[config.mk]
export PLATFORM = sky130hd
export DESIGN_NAME = mouse_position_tracker
export DESIGN_NICKNAME = d
export VERILOG_FILES = /design/src/rtl/mouse_pkg.sv /design/src/rtl/mouse_axis_clamp.sv /design/src/rtl/mouse_position_tracker.sv
export SDC_FILE = /design/constraint.sdc
export NUM_CORES = 1
export LEC_CHECK = 0
export BUFFER_PORTS_ARGS = -buffer_cell sky130_fd_sc_hd__buf_2
export CORE_ASPECT_RATIO = 1.2
export CORE_MARGIN = 8
export CORE_UTILIZATION = 35
export CTS_CLUSTER_DIAMETER = 40
export CTS_CLUSTER_SIZE = 24
export DETAILED_ROUTE_END_ITERATION = 10
export GPL_TIMING_DRIVEN = 0
export REMOVE_ABC_BUFFERS = 1
export SLEW_MARGIN = 15
export SYNTH_ARGS = -nofsm -noshare
export SYNTH_HDL_FRONTEND = slang
export SYNTH_SLANG_ARGS = --single-unit
[constraint.sdc]
create_clock -name CLK -period 4.4 [get_ports CLK]
set_input_delay 0.44 -clock CLK [delete_from_list [all_inputs] [get_ports CLK]]
set_output_delay 0.44 -clock CLK [all_outputs]
set_load 0.005 [all_outputs]
[src/rtl/mouse_pkg.sv]
// Shared types, constants and delta-building helpers for the mouse position tracker.
// Deltas are carried as DW-bit signed values so gain and clamping never overflow.
package mouse_pkg;

    localparam int DW = 12;

    typedef enum logic [1:0] {
        IDLE    = 2'd0,
        SCALE   = 2'd1,
        UPDATE  = 2'd2,
        PUBLISH = 2'd3
    } state_t;

    localparam int STATUS_LEFT   = 0;
    localparam int STATUS_RIGHT  = 1;
    localparam int STATUS_MIDDLE = 2;
    localparam int STATUS_X_SIGN = 4;
    localparam int STATUS_Y_SIGN = 5;
    localparam int STATUS_X_OVF  = 6;
    localparam int STATUS_Y_OVF  = 7;

    localparam logic [1:0] DPI_HALF = 2'd0;
    localparam logic [1:0] DPI_X1   = 2'd1;
    localparam logic [1:0] DPI_X2   = 2'd2;
    localparam logic [1:0] DPI_X4   = 2'd3;

    // An overflowed axis saturates to the extreme 9-bit value in its sign direction.
    function automatic logic signed [DW-1:0] build_delta(
        input logic       sign,
        input logic       ovf,
        input logic [7:0] mag
    );
        logic [8:0] d9;
        if (ovf) begin
            d9 = sign ? 9'h100 : 9'h0FF;
        end else begin
            d9 = {sign, mag};
        end
        return {{(DW-9){d9[8]}}, d9};
    endfunction

    function automatic logic signed [DW-1:0] apply_dpi(
        input logic signed [DW-1:0] d,
        input logic [1:0]           dpi
    );
        logic signed [DW-1:0] r;
        case (dpi)
            DPI_HALF: r = d >>> 1;
            DPI_X2:   r = d <<< 1;
            DPI_X4:   r = d <<< 2;
            default:  r = d;
        endcase
        return r;
    endfunction

endpackage

[src/rtl/mouse_axis_clamp.sv]
// Signed add of a position and a delta, saturated into [MIN, MAX].
// Purely combinational; one instance per axis.
module mouse_axis_clamp
    import mouse_pkg::*;
#(
    parameter int MIN = 0,
    parameter int MAX = 255
)(
    input  logic signed [DW-1:0] current,
    input  logic signed [DW-1:0] delta,
    output logic [7:0]           clamped
);

    localparam logic signed [DW:0] MIN_S = (DW+1)'(MIN);
    localparam logic signed [DW:0] MAX_S = (DW+1)'(MAX);

    logic signed [DW:0] sum;

    always_comb begin
        sum = $signed({current[DW-1], current}) + $signed({delta[DW-1], delta});
        if (sum < MIN_S) begin
            clamped = MIN_S[7:0];
        end else if (sum > MAX_S) begin
            clamped = MAX_S[7:0];
        end else begin
            clamped = sum[7:0];
        end
    end

endmodule

[src/rtl/mouse_position_tracker.sv]
// Turns decoded IntelliMouse packets into bounded absolute X/Y, a wheel count and button status.
// Four-state pipeline with a one-entry, newest-wins pending buffer for packets that arrive while busy.
module mouse_position_tracker
    import mouse_pkg::*;
#(
    parameter int X_LIMIT = 160,
    parameter int Y_LIMIT = 120,
    parameter int X_INIT  = 80,
    parameter int Y_INIT  = 60
)(
    input  logic       CLK,
    input  logic       RESET,
    input  logic       INITIALIZED,
    input  logic       PACKET_VALID,
    input  logic [7:0] STATUS,
    input  logic [7:0] DX,
    input  logic [7:0] DY,
    input  logic [7:0] DZ,
    input  logic [1:0] DPI,
    output logic [7:0] MouseX,
    output logic [7:0] MouseY,
    output logic [7:0] MouseZ,
    output logic [3:0] MouseStatus,
    output logic       SendInterrupt
);

    state_t state;
    state_t next_state;

    logic       pending_valid;
    logic [7:0] pending_status;
    logic [7:0] pending_dx;
    logic [7:0] pending_dy;
    logic [7:0] pending_dz;

    logic [7:0] work_status;
    logic [7:0] work_dx;
    logic [7:0] work_dy;
    logic [7:0] work_dz;

    logic signed [DW-1:0] delta_x;
    logic signed [DW-1:0] delta_y;
    logic signed [DW-1:0] delta_z;

    logic [7:0] next_x;
    logic [7:0] next_y;
    logic [7:0] next_z;
    logic [7:0] clamp_x;
    logic [7:0] clamp_y;
    logic [7:0] clamp_z;

    logic signed [DW-1:0] current_x;
    logic signed [DW-1:0] current_y;
    logic signed [DW-1:0] current_z;

    logic       initialized_q;
    logic [2:0] buttons_q;
    logic       send_irq_q;

    logic accept_packet;
    logic load_work;
    logic do_scale;
    logic do_update;
    logic do_publish;

    logic unused_bits;

    assign accept_packet = PACKET_VALID && INITIALIZED;
    assign unused_bits   = ^{work_status[3], work_dz[7:4]};

    always_ff @(posedge CLK) begin
        if (RESET) begin
            state <= IDLE;
        end else begin
            state <= next_state;
        end
    end

    // Dropping INITIALIZED abandons any packet in flight so positions hold.
    always_comb begin
        next_state = state;
        if (!INITIALIZED) begin
            next_state = IDLE;
        end else begin
            case (state)
                IDLE:    if (pending_valid || PACKET_VALID) next_state = SCALE;
                SCALE:   next_state = UPDATE;
                UPDATE:  next_state = PUBLISH;
                PUBLISH: next_state = IDLE;
                default: next_state = IDLE;
            endcase
        end
    end

    always_comb begin
        load_work  = 1'b0;
        do_scale   = 1'b0;
        do_update  = 1'b0;
        do_publish = 1'b0;
        if (INITIALIZED) begin
            case (state)
                IDLE:    load_work  = pending_valid || PACKET_VALID;
                SCALE:   do_scale   = 1'b1;
                UPDATE:  do_update  = 1'b1;
                PUBLISH: do_publish = 1'b1;
                default: ;
            endcase
        end
    end

    // A new packet lands in pending whenever it cannot go straight to the work registers.
    always_ff @(posedge CLK) begin
        if (RESET || !INITIALIZED) begin
            pending_valid  <= 1'b0;
            pending_status <= '0;
            pending_dx     <= '0;
            pending_dy     <= '0;
            pending_dz     <= '0;
        end else if (accept_packet && (state != IDLE || pending_valid)) begin
            pending_valid  <= 1'b1;
            pending_status <= STATUS;
            pending_dx     <= DX;
            pending_dy     <= DY;
            pending_dz     <= DZ;
        end else if (load_work && pending_valid) begin
            pending_valid  <= 1'b0;
        end
    end

    always_ff @(posedge CLK) begin
        if (RESET) begin
            work_status <= '0;
            work_dx     <= '0;
            work_dy     <= '0;
            work_dz     <= '0;
        end else if (load_work) begin
            if (pending_valid) begin
                work_status <= pending_status;
                work_dx     <= pending_dx;
                work_dy     <= pending_dy;
                work_dz     <= pending_dz;
            end else begin
                work_status <= STATUS;
                work_dx     <= DX;
                work_dy     <= DY;
                work_dz     <= DZ;
            end
        end
    end

    // DPI is only looked at here, so a mid-packet change affects later packets only.
    always_ff @(posedge CLK) begin
        if (RESET) begin
            delta_x <= '0;
            delta_y <= '0;
            delta_z <= '0;
        end else if (do_scale) begin
            delta_x <= apply_dpi(build_delta(work_status[STATUS_X_SIGN],
                                             work_status[STATUS_X_OVF], work_dx), DPI);
            delta_y <= apply_dpi(build_delta(work_status[STATUS_Y_SIGN],
                                             work_status[STATUS_Y_OVF], work_dy), DPI);
            delta_z <= {{(DW-4){work_dz[3]}}, work_dz[3:0]};
        end
    end

    assign current_x = {{(DW-8){1'b0}}, MouseX};
    assign current_y = {{(DW-8){1'b0}}, MouseY};
    assign current_z = {{(DW-8){1'b0}}, MouseZ};

    mouse_axis_clamp #(.MIN(0), .MAX(X_LIMIT - 1)) u_clamp_x (
        .current (current_x),
        .delta   (delta_x),
        .clamped (clamp_x)
    );

    mouse_axis_clamp #(.MIN(0), .MAX(Y_LIMIT - 1)) u_clamp_y (
        .current (current_y),
        .delta   (delta_y),
        .clamped (clamp_y)
    );

    mouse_axis_clamp #(.MIN(0), .MAX(255)) u_clamp_z (
        .current (current_z),
        .delta   (delta_z),
        .clamped (clamp_z)
    );

    always_ff @(posedge CLK) begin
        if (RESET) begin
            next_x <= 8'(X_INIT);
            next_y <= 8'(Y_INIT);
            next_z <= '0;
        end else if (do_update) begin
            next_x <= clamp_x;
            next_y <= clamp_y;
            next_z <= clamp_z;
        end
    end

    // All visible outputs change together with the interrupt pulse.
    always_ff @(posedge CLK) begin
        if (RESET) begin
            MouseX     <= 8'(X_INIT);
            MouseY     <= 8'(Y_INIT);
            MouseZ     <= '0;
            buttons_q  <= '0;
            send_irq_q <= 1'b0;
        end else begin
            send_irq_q <= do_publish;
            if (do_publish) begin
                MouseX    <= next_x;
                MouseY    <= next_y;
                MouseZ    <= next_z;
                buttons_q <= {work_status[STATUS_LEFT], work_status[STATUS_MIDDLE],
                              work_status[STATUS_RIGHT]};
            end
        end
    end

    always_ff @(posedge CLK) begin
        if (RESET) begin
            initialized_q <= 1'b0;
        end else begin
            initialized_q <= INITIALIZED;
        end
    end

    assign MouseStatus   = {initialized_q, buttons_q};
    assign SendInterrupt = send_irq_q;

endmodule

==> flow_summary_export.csv, run 1 <==
group,metric,value,unit
status,status,"completed",
route,drt_iter0_drc,199,
setup_path,critPathLaunchType,"flop",
synthesis,yosysWarnings,0,
cells_and_area,drive_above_1_share,0.136,
route,drt_wl_total,15.6,mm
synthesis,synth.largest_area_cell,"dfxtp_1",
route,top_layer_used,"met4",
synthesis,synth.ff_latch_count,136,
synthesis,synth_top_area_frac,0.401,
grt,grt_pass1_wl,25.9,mm
cts,postCtsSetupBuffers,0,
sta,fin_crit,2730,ps
setup_path,crit_fanout,5,
grt,grt-ovfl-total,0,
die,initial_core_util,0.352,
placement,io_buffer_count,61,
setup_path,worst_ep_required_time,4710,ps
setup_path,critPathKind,"reg -> reg",
setup_path,crit_path_end,"next_x[3]$_SDFFE_PP0P_",
cts,clk_pin_slew,60,ps
die,fp.dieW,143,um
cts,clkSinkCount,136,
synthesis,synth_seq_area_share,0.401,
grt,grt_max_degree,55,
route,dr_wl_met3,442,um
die,die_h,168,um
synthesis,netlist_area,6780,um2
setup_path,cp-end-kind,"flop",
setup_path,r2r_slack,1670,ps
synthesis,synthTopCellsByCount,"151 x nand2_1, 136 x dfxtp_1, 78 x a21oi_1",
cells_and_area,n_fill_cell,1977,
cells_and_area,multi_input_area,3800,um2
synthesis,synth-edff-count,0,
route,ant_nets,0,
die,ioPinCount,67,
cts,numCtsBuffers,17,
route,vias,5552,
sta,max_freq,366,MHz
route,wl_met2,7.53,mm
placement,hpwl,11.0,mm
cells_and_area,insertedDiodeCount,0,
cells_and_area,seqCellArea,2720,um2
cts,tritoncts,"yes",
pwr,power_density,378,nW/um2
cts,clock_latency,420,ps
cells_and_area,stdcell_area,7880,um2
route,routedWlPerCell,13.9,um
sta,finalSetupViolations,0,
cts,root_buffer,"clkbuf_16",
route,wl_met1,7.34,mm
placement,gp_congestion,0.835,
synthesis,synth_most_common_cell,"nand2_1",
die,rows,56,
sta,hold_viol_final,0,
cells_and_area,layout.nets,921,
sta,worst_pin_slew,1090,ps
die,die_area,24100,um2
synthesis,async_reset_ff_frac,0,
grt,grt_pass1_vias,5271,
synthesis,synthCells,821,
sta,finalCritPeriodShare,0.620,
sta,fin_skew,11.7,ps
job,drv_cap,0,
cts,ctsHoldBuffers,0,
grt,antenna_found_initial,0,
hold_path,min_path_type,"in -> reg",
setup_path,timing.rr.start,"MouseX[0]$_SDFFE_PP0P_",
cts,cts_buffer_depth,2,
pwr,peakVddDrop,279,uV
die,core,19300,um2
setup_path,r2r_cells,9,
synthesis,synthDistinctLibCells,56,
pwr,p_leak,2.99,nW
grt,grt_use_total,0.132,
route,drc,0,
cells_and_area,final_util,0.409,
synthesis,synth_ff_type,"dfxtp_1",
setup_path,reg2reg_to,"next_x[3]$_SDFFE_PP0P_",
sta,rsz0062_at_grt,"no",
cts,h-tree-depth,4,
cts,cts.repair.resized,0,
setup_path,crit_arrival,3040,ps
sta,finalSetupTns,0,ps
synthesis,synthTopCellsByArea,"dfxtp_1 40%, nand2_1 8.4%, a211oi_1 6.1%",
setup_path,startpoint,"MouseX[0]$_SDFFE_PP0P_",
cells_and_area,syn_to_final_growth,16.1,%
sta,relSlewSlack,0.270,
route,vias_per_cell,4.94,
placement,place_area,7280,um2
cells_and_area,final_cells,1123,
synthesis,syn_avg_cell_area,8.26,um2
placement,dp_cells,1091,
route,firstDrtPassIters,4,
sta,finalMaxSlewViolations,0,
## how the worst min path moves through the flow
stage,start,end,slack (ps),cells after the start
finish,DX[3],pending_dx[3]$_SDFFE_PP0P_,260,3
global route,DY[0],pending_dy[0]$_SDFFE_PP0P_,250,3
CTS,DY[4],pending_dy[4]$_SDFFE_PP0P_,240,3
detailed placement,next_z[0]$_SDFFE_PP0P_,next_z[0]$_SDFFE_PP0P_,430,2
global placement,next_z[0]$_SDFFE_PP0P_,next_z[0]$_SDFFE_PP0P_,430,2
floorplan,next_z[0]$_SDFFE_PP0P_,next_z[0]$_SDFFE_PP0P_,420,2
## cells by family (layout without fill, tap and decap cells)
group / count (synthesis) / in the layout / share of synthesized area
xor+xnor: 12 / 12 / 0.0155
flops: 136 / 136 / 0.401
mux: 52 / 52 / 0.0790
buf+inv: 72 / 113 / 0.0406
fa+ha+maj: 33 / 33 / 0.0642
compound gates: 229 / 229 / 0.218
simple gates: 287 / 287 / 0.181
## stage by stage
| stage | hold WS [ps] | setup WS [ps] | total power, mW |
|---|---|---|---|
| after floorplan | 415 | 1780 | 1.51 |
| after global placement | 426 | 1020 | 1.60 |
| after detailed placement | 431 | 1680 | 1.60 |
| after CTS | 242 | 1660 | 3.01 |
| after global routing | 251 | 1310 | 3.10 |
| final | 258 | 1670 | 2.98 |
## critical path: stages (launching register included)
cell,delay [ps]
dfxtp_1,350
ha_1,240
fa_1,420
a211oi_1,360
o21ai_0,220
a2111oi_0,400
a31oi_1,100
o2bb2ai_1,220
nor3_1,220
nor3_1,80
## power breakdown
part / internal [mW] / switching [mW] / total [mW] / leakage, nW
clock network: 0.862 / 0.544 / 1.41 / 0.276
logic: 0.117 / 0.159 / 0.276 / 1.61
registers: 1.27 / 0.0307 / 1.30 / 1.10
total: 2.25 / 0.734 / 2.98 / 2.99
## registers in the layout, indices dropped and copies added, names as in the netlist, 7 cells and up
| name | count |
|---|---|
| pending_status | 7 |
| pending_dx | 8 |
| MouseY | 8 |
| MouseZ | 8 |
| work_status | 7 |
| delta_x | 11 |
| work_dx | 8 |
| MouseX | 8 |
| next_z | 8 |
| delta_y | 11 |
| pending_dy | 8 |
| work_dy | 8 |
| next_y | 8 |
| next_x | 8 |
## cells in the final DEF (no fill, tap or decap), types with 3 or more instances in the layout
cell type | synthesis | layout
a22oi_1 | 4 | 4
o21a_1 | 17 | 17
nor2b_1 | 5 | 5
or3_1 | 4 | 4
nand2_1 | 151 | 151
a21o_1 | 7 | 7
fa_1 | 3 | 3
a211oi_1 | 55 | 55
nand3b_1 | 6 | 6
and2_1 | 6 | 6
ha_1 | 30 | 30
nand2b_1 | 10 | 9
clkbuf_16 | 0 | 17
clkinvlp_4 | 0 | 3
o211a_1 | 4 | 3
buf_12 | 0 | 3
nor3_1 | 16 | 16
mux2_2 | 12 | 12
nor2_1 | 74 | 74
nand3_1 | 6 | 6
dfxtp_1 | 136 | 135
inv_1 | 17 | 17
o211ai_1 | 7 | 7
a21oi_1 | 78 | 78
o21ai_1 | 5 | 4
a211o_1 | 3 | 3
o21ai_0 | 27 | 27
xor2_1 | 4 | 4
a31oi_1 | 3 | 3
xnor2_1 | 8 | 8
mux2i_1 | 40 | 40
buf_2 | 1 | 60
## area by class of cell
class	count	share of cell area
Clock buffer	21	0.0585
Inverter	17	0.00810
Sequential cell	136	0.346
Clock inverter	10	0.0151
Multi-Input combinational cell	613	0.482
Timing Repair Buffer	65	0.0486
Tap cell	261	0.0415
## per-layer routing
layer  track usage  vias to the layer above
met4        0.0514                        0
met5             0                        -
met2         0.222                       72
li1              -                     2951
met3        0.0302                       15
met1         0.160                     2514
Note: power is estimated with default switching activity, not from simulation.
==> inputs of run 2 (changes only) <==
ABC_AREA = 1   (was unset)
clock period = 2.6 ns   (was 4.4 ns; I/O delays follow)
==> run 2 against run 1 <==
Register-to-register slack got worse by 1400 ps. Wire length increased by 14%. Setup slack got worse by 1400 ps. Clock power increased by 58%. Largest cell class unchanged. Largest power group unchanged.
==> flow_summary_export.csv, run 2 <==
group,metric,value,unit
pwr,peakVddDrop,422,uV
setup_path,crit_arrival,2720,ps
synthesis,synth.ff_latch_count,136,
route,drt_iter0_drc,414,
hold_path,hold_end,"pending_dx[5]$_SDFFE_PP0P_",
pwr,power_density,620,nW/um2
synthesis,synth_seq_area_share,0.388,
setup_path,critPathKind,"reg -> reg",
setup_path,crit_fanout,25,
cts,cts_buffer_depth,2,
route,drt_wl_total,17.7,mm
cells_and_area,final_cells,1307,
route,vias_per_cell,4.90,
hold_path,hold_depth,3,
pwr,power_frac_comb,0.116,
grt,grt_max_degree,47,
die,fp.dieW,145,um
cells_and_area,final_util,0.414,
die,initial_core_util,0.358,
die,rows,56,
setup_path,timing.rr.start,"state[1]$_SDFFE_PP0P_",
placement,place_area,7520,um2
hold_path,worstHoldStart,"DX[5]",
sta,hold_viol_final,0,
synthesis,netlist_area,7020,um2
synthesis,synth_ff_type,"dfxtp_1",
cells_and_area,layout.nets,1104,
sta,fin_crit,2360,ps
pwr,p_leak,3.50,nW
cts,clock_latency,420,ps
cts,root_buffer,"clkbuf_16",
job,drv_cap,0,
setup_path,critPathLaunchType,"flop",
route,ant_nets,0,
cts,tritoncts,"yes",
synthesis,synthDistinctLibCells,46,
sta,relSlewSlack,0.392,
synthesis,synth-edff-count,0,
die,core,19600,um2
setup_path,reg2reg_to,"delta_y[8]$_SDFFE_PP0P_",
setup_path,r2r_cells,7,
sta,fin_skew,7.52,ps
sta,max_freq,423,MHz
die,die_h,171,um
cells_and_area,final_common_cell,"nand2_1",
placement,gp_congestion,0.859,
sta,timing.hold.ws,95.8,ps
setup_path,worst_ep_required_time,2960,ps
pwr,p_int,3.70,mW
cells_and_area,final_cell_mix,"226 x nand2_1, 134 x dfxtp_1, 115 x o21ai_0",
placement,hpwl,12.3,mm
synthesis,yosysWarnings,0,
grt,grt-ovfl-total,0,
grt,grt_pass1_wl,29.5,mm
cells_and_area,n_fill_cell,2096,
setup_path,cp-end-kind,"flop",
synthesis,synthCells,995,
cells_and_area,syn_to_final_growth,15.8,%
synthesis,synthTopCellsByArea,"dfxtp_1 39%, nand2_1 12%, o21ai_0 8.2%",
cells_and_area,reg_top3,"delta_x: 11 flops, delta_y: 11 flops",
synthesis,synth_top_area_frac,0.388,
grt,antenna_found_initial,2,
pwr,total_power,5.03,mW
die,ioPinCount,67,
synthesis,async_reset_ff_frac,0,
setup_path,r2r_slack,240,ps
pwr,switching_share,0.265,
die,die_area,24800,um2
pwr,p_seq_frac,0.440,
cts,numCtsBuffers,17,
cts,clkSinkCount,136,
hold_path,min_path_type,"in -> reg",
synthesis,synth_most_common_cell,"nand2_1",
cells_and_area,seqCellArea,2730,um2
sta,finalSetupViolations,0,
placement,io_buffer_count,61,
sta,worst_pin_slew,911,ps
route,vias,6408,
grt,grt_use_total,0.143,
synthesis,synth.largest_area_cell,"dfxtp_1",
synthesis,synthTopCellsByCount,"229 x nand2_1, 136 x dfxtp_1, 115 x o21ai_0",
route,drc,0,
grt,grt_pass1_vias,5800,
cells_and_area,stdcell_area,8120,um2
sta,finalCritPeriodShare,0.908,
synthesis,syn_avg_cell_area,7.05,um2
cells_and_area,multi_input_area,3760,um2
pwr,switchingPower,1.34,mW
route,firstDrtPassIters,5,
pwr,clockPowerShare,0.444,
status,status,"completed",
cts,h-tree-depth,4,
sta,finalMaxSlewViolations,0,
route,routedWlPerCell,13.6,um
cells_and_area,drive_above_1_share,0.133,
cts,clk_pin_slew,60,ps
placement,dp_cells,1273,
-- run 2: stage by stage --
step	worst slack [ps]	setup TNS, ps
final	239	0
after global placement	-1310	-66640
after global routing	-6.17	-6.17
after floorplan	-83.7	-506
after detailed placement	-835	-18210
after CTS	143	0
-- run 2: how the worst max path moves through the flow --
stage	start	end	depth (start not counted)
floorplan	pending_valid$_SDFFE_PP0P_	work_dx[1]$_SDFFE_PP0P_	5
global placement	pending_valid$_SDFFE_PP0P_	pending_status[1]$_SDFFE_PP0P_	6
detailed placement	pending_valid$_SDFFE_PP0P_	pending_status[6]$_SDFFE_PP0P_	6
CTS	delta_y[0]$_SDFFE_PP0P_	next_y[5]$_SDFFE_PP1P_	15
global route	state[1]$_SDFFE_PP0P_	delta_y[8]$_SDFFE_PP0P_	7
finish	state[1]$_SDFFE_PP0P_	delta_y[8]$_SDFFE_PP0P_	7
-- run 2: critical path, cell delays in order (launching register included) --
cell and delay, ps:
dfxtp_1 350, inv_1 100, ha_1 180, nand2_1 640, clkinvlp_4 560, o2111ai_1 270, o211ai_1 130, inv_1 60
-- run 2: layout make-up --
| type | count | share of cell area |
|---|---|---|
| Timing Repair inverter | 2 | 0.00185 |
| Antenna cell | 1 | 0.000308 |
| Clock inverter | 11 | 0.0125 |
| Timing Repair Buffer | 63 | 0.0428 |
| Inverter | 105 | 0.0494 |
| Sequential cell | 136 | 0.335 |
| Tap cell | 261 | 0.0402 |
| Multi-Input combinational cell | 708 | 0.462 |
| Clock buffer | 20 | 0.0550 |
-- run 2: kinds of logic after synthesis --
logic type,Yosys count,share of synthesized area
adders and majority gates,33,0.0621
buffers and inverters,151,0.0820
AOI/OAI and AO/OA,281,0.226
DFF,136,0.388
and+or+nand+nor,384,0.230
xor gates and xnor gates,10,0.0125
-- run 2: per-layer routing --
metal  up-vias  routed length (um)  global-route usage  share of wire
met4         2                 340              0.0553          0.019
met2       119                8260               0.233           0.47
met5         -                  12                   0        0.00068
li1       3369                   -                   -              -
met3        25                 706              0.0330          0.040
met1      2893                8420               0.182           0.47
-- run 2: power by group through the flow --
stage	Clock [mW]	Combinational (mW)	Sequential, mW
floorplan	0	0.408	2.24
global placement	0	0.565	2.26
detailed placement	0	0.578	2.26
CTS	2.29	0.585	2.21
global route	2.38	0.671	2.22
finish	2.23	0.586	2.21
-- run 2: repair_timing --
action / in CTS / in global routing
gates cloned: 1 / 1
endpoints found under the setup margin: 28 / 12
setup buffers: 0 / 0
endpoints found under the hold margin: 0 / 0
pin swaps: 0 / 1
resized for setup: 4 / 7
hold buffers: 0 / 0
==> inputs of run 3 (changes only) <==
clock period = 2.95 ns   (was 2.6 ns; I/O delays follow)
==> run 3 against run 2 <==
Die area stayed put. Sequential share of layout area is 0.13 points higher. Non-clock buffer count stayed put. Clock-buffer cell count stayed put.
==> flow_summary_export.csv, run 3 (synthesized netlist as in run 2, its figures left out) <==
group,metric,value,unit
sta,fin_ws,293,ps
die,die_area,24800,um2
setup_path,cpMaxStageDelayCell,"dfxtp_2",
route,drt_wl_total,17.6,mm
sta,fin_crit,2660,ps
placement,gp_congestion,0.859,
status,status,"completed",
grt,grt_pass1_wl,29.4,mm
pwr,total_power,4.43,mW
sta,hold_viol_final,0,
sta,finalCritPeriodShare,0.901,
setup_path,path_cells,"inv_2, nand2_1, nand3_2, clkinvlp_4, nand2_1, a21oi_1",
setup_path,critPathLaunchType,"flop",
sta,fin_skew,7.79,ps
setup_path,max_stage_delay,660,ps
cts,clk_pin_slew,60,ps
job,drv_cap,0,
die,ioPinCount,67,
setup_path,startpoint,"pending_valid$_SDFFE_PP0P_",
setup_path,crit_fanout,36,
setup_path,r2r_cells,6,
route,firstDrtPassIters,5,
die,die_h,171,um
pwr,p_leak,3.51,nW
cells_and_area,syn_to_final_growth,15.3,%
grt,grt_pass1_vias,5797,
route,vias_per_cell,4.87,
route,vias,6354,
die,fp.dieW,145,um
setup_path,critPathKind,"reg -> reg",
sta,finalSetupTns,0,ps
route,drt_iter0_drc,386,
cells_and_area,final_cell_mix,"228 x nand2_1, 135 x dfxtp_1, 115 x o21ai_0",
sta,worst_pin_slew,920,ps
die,initial_core_util,0.358,
setup_path,cp-end-kind,"flop",
grt,grt_max_degree,47,
cts,clock_latency,420,ps
route,routedWlPerCell,13.4,um
route,ant_nets,0,
hold_path,hold_end,"pending_dx[5]$_SDFFE_PP0P_",
cts,tritoncts,"yes",
placement,preCtsSetupSlack,-485,ps
placement,place_area,7520,um2
placement,io_buffer_count,61,
cells_and_area,final_util,0.412,
cts,ctsHoldBuffers,0,
sta,rsz0062_at_grt,"no",
cts,numCtsBuffers,17,
grt,grt_use_total,0.143,
route,drc,0,
die,rows,56,
cts,clkSinkCount,136,
cells_and_area,layout.nets,1103,
cts,h-tree-depth,4,
cells_and_area,reg_top3,"delta_x: 11 flops, delta_y: 11 flops",
setup_path,reg2reg_to,"pending_status[1]$_SDFFE_PP0P_",
sta,finalMaxSlewViolations,0,
cells_and_area,final_common_cell,"nand2_1",
grt,antenna_found_initial,2,
cts,cts_buffer_depth,2,
placement,hpwl,12.3,mm
setup_path,worst_ep_required_time,3290,ps
die,core,19600,um2
hold_path,min_path_type,"in -> reg",
hold_path,hold_depth,3,
pwr,peakVddDrop,376,uV
setup_path,timing.rr.start,"pending_valid$_SDFFE_PP0P_",
sta,relSlewSlack,0.386,
cells_and_area,drive_above_1_share,0.127,
sta,max_freq,376,MHz
setup_path,cp_common_cell,"nand2_1",
cts,root_buffer,"clkbuf_16",
cells_and_area,stdcell_area,8090,um2
pwr,power_density,547,nW/um2
grt,grt-ovfl-total,0,
setup_path,crit_arrival,3000,ps
sta,finalSetupViolations,0,
setup_path,r2r_slack,290,ps
hold_path,worstHoldStart,"DX[5]",
run 3: cell types whose count changed in the layout (fill, tap and decap cells not counted):
cell,delta
o22ai_2,+1
dfxtp_2,-1
nand2_1,+2
nand2_2,-2
nand3_2,+1
ha_1,+1
inv_1,+1
clkinvlp_4,-2
o22ai_4,-1
ha_2,-1
nand3_4,-1
dfxtp_1,+1
run 3: timing repair:
item | in CTS | in global routing
setup endpoints to repair | 21 | 13
gates cloned | 0 | 1
resized for setup | 2 | 1
buffers inserted | 0 | 0
run 3: worst max-delay path by stage:
stage                                                 to  slack [ps]
after floorplan                  work_dx[1]$_SDFFE_PP0P_         270
after global placement    pending_status[1]$_SDFFE_PP0P_        -960
after detailed placement  pending_status[6]$_SDFFE_PP0P_        -490
after CTS                 pending_status[6]$_SDFFE_PP0P_         150
after global routing          pending_dy[4]$_SDFFE_PP0P_          20
final                     pending_status[1]$_SDFFE_PP0P_         290
run 3: layout make-up:
| cell class | instances | area, um2 |
|---|---|---|
| Antenna cell | 1 | 2.50 |
| Clock buffer | 20 | 447 |
| Clock inverter | 11 | 101 |
| Fill cell | 2094 | 11500 |
| Inverter | 105 | 398 |
| Multi-Input combinational cell | 708 | 3730 |
| Sequential cell | 136 | 2720 |
| Tap cell | 261 | 327 |
| Timing Repair Buffer | 63 | 348 |
| Timing Repair inverter | 1 | 7.51 |
run 3: worst max-delay path, delay by kind of cell (launching register included):
family | cells | cell delay [ps]
flops | 1 | 660
compound gates | 1 | 120
simple gates | 3 | 870
buf+inv | 2 | 900
run 3: report_power, final:
group / leakage, nW / switching [mW] / internal (mW)
sequential: 1.10 / 0.0472 / 1.90
clock: 0.270 / 0.790 / 1.18
combinational: 2.13 / 0.333 / 0.176
run 3: metrics by stage:
stage | cells | hold slack, ps
after floorplan | 949 | 364
after global placement | 1271 | 424
after detailed placement | 1273 | 434
after CTS | 1304 | 113
after global routing | 1306 | 124
final | 1306 | 131
run 3: routing by layer:
layer | share of wire | up-vias | GRT usage
li1 | - | 3364 | -
met1 | 0.48 | 2848 | 0.181
met2 | 0.46 | 117 | 0.232
met3 | 0.042 | 23 | 0.0328
met4 | 0.018 | 2 | 0.0535
met5 | 0.00068 | - | 0
